File: config.mk
export PLATFORM = sky130hd
export DESIGN_NAME = router_switch_alloc
export DESIGN_NICKNAME = d
export VERILOG_FILES = /design/src/rtl/router_switch_alloc.sv
export SDC_FILE = /design/constraint.sdc
export NUM_CORES = 1
export LEC_CHECK = 0
export ABC_CLOCK_PERIOD_IN_PS = 2400
export BUFFER_PORTS_ARGS = -buffer_cell sky130_fd_sc_hd__buf_2
export CAP_MARGIN = 20
export CORE_MARGIN = 3
export CORE_UTILIZATION = 40
export DETAILED_ROUTE_END_ITERATION = 8
export HOLD_SLACK_MARGIN = 0.06
export PLACE_DENSITY_LB_ADDON = 0.12
export SYNTH_ARGS = -nofsm -noshare
export SYNTH_HDL_FRONTEND = slang
export SYNTH_SLANG_ARGS = --single-unit
export TNS_END_PERCENT = 1
File: constraint.sdc
create_clock -name clk -period 2.4 [get_ports clk]
set_clock_uncertainty 0.05 [all_clocks]
set_input_delay 0.12 -clock clk [delete_from_list [all_inputs] [get_ports clk]]
set_output_delay 0.12 -clock clk [all_outputs]
set_load 0.005 [all_outputs]
File: src/rtl/router_switch_alloc.sv
// router_switch_alloc: N-port wormhole switch allocator, RR or fixed-priority.
// Ports: req_valid/req_dir/req_tail/err_clr in; grant/ctrl/err out; clk, rst_n.
module router_switch_alloc #(
  parameter int NPORT    = 3,
  parameter int SELW     = $clog2(NPORT+1),
  parameter int ARB_MODE = 0
) (
  input  logic                  clk,
  input  logic                  rst_n,
  input  logic [NPORT-1:0]      req_valid,
  input  logic [NPORT*SELW-1:0] req_dir,
  input  logic [NPORT-1:0]      req_tail,
  input  logic                  err_clr,
  output logic [NPORT-1:0]      grant,
  output logic [NPORT*SELW-1:0] ctrl,
  output logic [NPORT-1:0]      err
);

  typedef logic [SELW-1:0] sel_t;

  logic [NPORT-1:0] lock_q;
  logic [NPORT-1:0] lock_d;
  sel_t             owner_q [NPORT];
  sel_t             owner_d [NPORT];
  sel_t             ptr_q   [NPORT];
  sel_t             ptr_d   [NPORT];
  logic [NPORT-1:0] err_q;
  logic [NPORT-1:0] err_d;

  sel_t             dir     [NPORT];
  logic [NPORT-1:0] dir_ok;
  logic [NPORT-1:0] owns;

  always_comb begin
    for (int i = 0; i < NPORT; i++) begin
      dir[i]    = req_dir[i*SELW +: SELW];
      dir_ok[i] = (dir[i] != '0) &&
                  (dir[i] <= sel_t'(NPORT));
    end
  end

  // An input owning an output is not free and
  // does not take part in arbitration.
  always_comb begin
    owns = '0;
    for (int o = 0; o < NPORT; o++) begin
      for (int i = 0; i < NPORT; i++) begin
        if (lock_q[o] && owner_q[o] == sel_t'(i)) begin
          owns[i] = 1'b1;
        end
      end
    end
  end

  always_ff @(posedge clk or negedge rst_n) begin
    if (!rst_n) begin
      lock_q <= '0;
      err_q  <= '0;
      for (int o = 0; o < NPORT; o++) begin
        owner_q[o] <= '0;
        ptr_q[o]   <= '0;
      end
    end else begin
      lock_q <= lock_d;
      err_q  <= err_d;
      for (int o = 0; o < NPORT; o++) begin
        owner_q[o] <= owner_d[o];
        ptr_q[o]   <= ptr_d[o];
      end
    end
  end

  always_comb begin
    logic found;
    int   idx;
    found   = 1'b0;
    idx     = 0;
    lock_d  = lock_q;
    owner_d = owner_q;
    ptr_d   = ptr_q;
    for (int o = 0; o < NPORT; o++) begin
      if (lock_q[o]) begin
        // Tail transfer releases; pointer moves past the owner.
        for (int i = 0; i < NPORT; i++) begin
          if (owner_q[o] == sel_t'(i) &&
              req_valid[i] && req_tail[i]) begin
            lock_d[o]  = 1'b0;
            owner_d[o] = '0;
            ptr_d[o]   = sel_t'((i + 1) % NPORT);
          end
        end
      end else begin
        found = 1'b0;
        for (int k = 0; k < NPORT; k++) begin
          if (ARB_MODE == 1) begin
            idx = k;
          end else begin
            idx = (int'(ptr_q[o]) + k) % NPORT;
          end
          if (!found && !owns[idx] &&
              req_valid[idx] &&
              dir[idx] == sel_t'(o + 1)) begin
            found      = 1'b1;
            lock_d[o]  = 1'b1;
            owner_d[o] = sel_t'(idx);
          end
        end
      end
    end
  end

  // A new error wins over a same-cycle clear.
  always_comb begin
    err_d = err_clr ? '0 : err_q;
    err_d = err_d | (req_valid & ~owns & ~dir_ok);
  end

  always_comb begin
    grant = req_valid & owns;
    err   = err_q;
    ctrl  = '0;
    for (int o = 0; o < NPORT; o++) begin
      if (lock_q[o]) begin
        ctrl[o*SELW +: SELW] = owner_q[o] + sel_t'(1);
      end
    end
  end

endmodule

==> reports/results.txt <==
Finished Core Util - 0.546
Post-synth top flop - dfrtp_1
Slowest-stage cell, CP - dfrtp_1
Syn Std Cell Area - 0.00209 mm^2
first-pass GRT wire length - 10200 um
port bufs - 26
Clock transition at path regs - 0.08 ns
initial antenna violation count - 0
Comb pwr share - 0.748
CTS sink count - 18
post-synthesis async set-or-reset flop share - 1.00
Via density - 5.76
Tot Pwr - 3.17 mW
DPL Wire Length - 4510 um
Filler cells - 478
fin crit period - 2.47 ns
CTS tree - done
clock root buffer - clkbuf_8
worst path arrival time - 2.30 ns
via count - 2172
clock latency on the worst-skew pair - 0.26 ns
Leak - 1.16 nW
CTS H-tree lvls - 1
Int Pwr - 1.67 mW
CORE AREA - 0.00488 mm^2
CTS Buf Count - 3
Final Routed Wirelength - 6200 um
clock power share - 0.085
Yosys warnings - 0
GPL Wtd Cong - 0.893
Crit Path Category - flop to output port
Ports - 27
largest net degree at the start of global routing - 19
maximum clock insertion buffer count - 2
Hold Fails Final Rpt - 0
most used cell along the critical path - buf_4
Yosys cell types - 61
WP data required - 2.23 ns
first drt pass iteration count - 4
die area - 0.00614 mm^2
Die Height - 78.3 um
multi-input combinational cell area - 0.00157 mm^2
final critical-path share of the clock period - 1.03
final setup violation count - 5
DP Worst Slack - -0.118 ns
outcome - finished with violations
failing checks - negative setup slack
Initial Utilization - 0.429
final slew viol count - 0
switching power - 1.50 mW
normalized max-slew margin - 0.646
initial DRC count - 186
MaxCap Viol Count - 0
Sw Share - 0.474
most frequent cells in the layout - 34 x buf_4, 26 x buf_2, 21 x nand2_1
CP max stage delay - 0.45 ns
DRC - 0
PD cells - 1190 mW/mm^2
critical path buffer and inverter count - 10
n_diodes - 0
instance count of the mapped netlist - 260
type of the worst min-delay path - input pin to flop
syn_nets - 290
RSZ-0062 raised after global routing - true
Syn Area/Cell - 8.05 um^2
peak supply drop - 495 uV
Die Wd - 78.3 um
net count reported at finish - 341
Worst Tran Pin Value - 0.526 ns
sequential area share after synthesis - 0.215
Area Overhead vs Synth - 27.4%
share of layout cells above drive strength 1 - 0.323
Cell Rows - 25
delay-heaviest family, CP - buffers and inverters
Fmax - 405 MHz
Critical Path End Type - output port
vias in the first global route - 2125
Critical Path Fanout Max - 3
number of synthesized register bits - 18
Seq. cell area - 450 um^2
total track usage - 0.208
CP Cell Sequence - inv_2, ha_4, a222oi_1, buf_4, buf_4, buf_4, buf_4, buf_4, buf_4, buf_4, buf_4, nor2b_1, buf_2
leading cell type in the layout, fill and taps excluded - buf_4
Final ANT Viol Nets - 0
number of synthesized flops with an enable pin - 0
setup ws final - -0.0708 ns
sequential share of power - 0.167
drt wl/cell - 16.4 um
gr ovfl total - 0
Critical Path Source Type - flop
## path summary, 6_finish.rpt
path,slack (ns),end,startpoint,depth (start not counted)
max,-0.07,grant[0],owner_q[3],13
min,0.11,err[2],req_dir[4],2
max reg2reg,-0.06,owner_q[3],owner_q[3],10
min reg2reg,0.47,ptr_q[1],ptr_q[1],2
max in group asynchronous,1.68,ptr_q[0],rst_n,2
min in group asynchronous,0.29,ptr_q[3],rst_n,2
## sequential cells by signal, summed over array words and instances, names as in the netlist
signal   cells
err          3
owner_q      6
ptr_q        6
lock_q       3
## layout make-up
cell class	count	share of cell area
clock buffer	4	0.0206
sequential	18	0.169
inverter	24	0.0338
multi-input combinational	201	0.589
tap	67	0.0314
timing repair buffer	63	0.156
## power groups by stage
stage / sequential, mW / combinational, mW / clock (mW)
after floorplan: 0.490 / 1.43 / 0
after global placement: 0.526 / 2.00 / 0
after detailed placement: 0.528 / 1.99 / 0
after CTS: 0.525 / 2.25 / 0.281
after global routing: 0.548 / 2.62 / 0.290
final: 0.531 / 2.37 / 0.270
## stage by stage
| stage | setup TNS, ns | instance area (um^2) | hold WS (ns) | cells |
|---|---|---|---|---|
| 6_report | -0.230 | 2670 | 0.105 | 377 |
| 5_1_grt | -0.987 | 2670 | 0.114 | 377 |
| 4_1_cts | -0.00283 | 2580 | 0.0986 | 375 |
| 3_5_place_dp | -0.348 | 2370 | 0.0569 | 357 |
| 3_3_place_gp | -0.535 | 2370 | 0.0467 | 357 |
| 2_1_floorplan | 0 | 2090 | -0.226 | 260 |
## cells by family after synthesis
kind of cell,after synthesis,synth area share
flip-flops,18,0.215
adder cells (fa/ha/maj),15,0.0897
AO/OA/AOI/OAI,90,0.332
AND/OR/NAND/NOR,90,0.248
buffers and inverters,41,0.0861
multiplexers,6,0.0287
## synthesized netlist by cell type (all sizes together), types with 2 or more instances
| master | number | share of area |
|---|---|---|
| mux2i | 6 | 0.029 |
| o31ai | 2 | 0.0096 |
| dfrtp | 18 | 0.22 |
| nor2b | 11 | 0.033 |
| nand3 | 15 | 0.038 |
| nand2 | 22 | 0.041 |
| o22ai | 4 | 0.012 |
| o32ai | 3 | 0.013 |
| and3 | 7 | 0.021 |
| a31oi | 3 | 0.0090 |
| buf | 9 | 0.029 |
| and4 | 4 | 0.017 |
| inv | 24 | 0.043 |
| nand3b | 2 | 0.0090 |
| clkbuf | 8 | 0.014 |
| a31o | 2 | 0.0084 |
| o2111ai | 5 | 0.021 |
| a222oi | 3 | 0.014 |
| a41oi | 2 | 0.0084 |
| a21oi | 19 | 0.047 |
| nor2 | 8 | 0.014 |
| nand4 | 4 | 0.019 |
| ha | 15 | 0.090 |
| a21boi | 3 | 0.011 |
| nand4b | 2 | 0.0084 |
| a2111oi | 2 | 0.026 |
| o21ai | 18 | 0.047 |
| and2 | 8 | 0.025 |
| o21a | 2 | 0.0072 |
| nand2b | 3 | 0.0090 |
| a32oi | 2 | 0.0084 |
| a211oi | 7 | 0.030 |
| a211o | 3 | 0.013 |
## what timing repair did
action                                  4_1_cts  5_1_grt
setup buffers                                11        2
resized for setup                            12       14
endpoints found under the setup margin        6        7
pin swaps                                     8        6
cloned                                        0        0
hold endpoints to repair                     21        0
hold buffers                                  3        0
## metal layers
| layer | share of wire | global-route usage |
|---|---|---|
| met5 | 0 | 0 |
| met4 | 0.012 | 0.0524 |
| met3 | 0.033 | 0.0252 |
| met2 | 0.47 | 0.346 |
| met1 | 0.48 | 0.284 |
No activity file was read; power rests on OpenSTA's default activity.
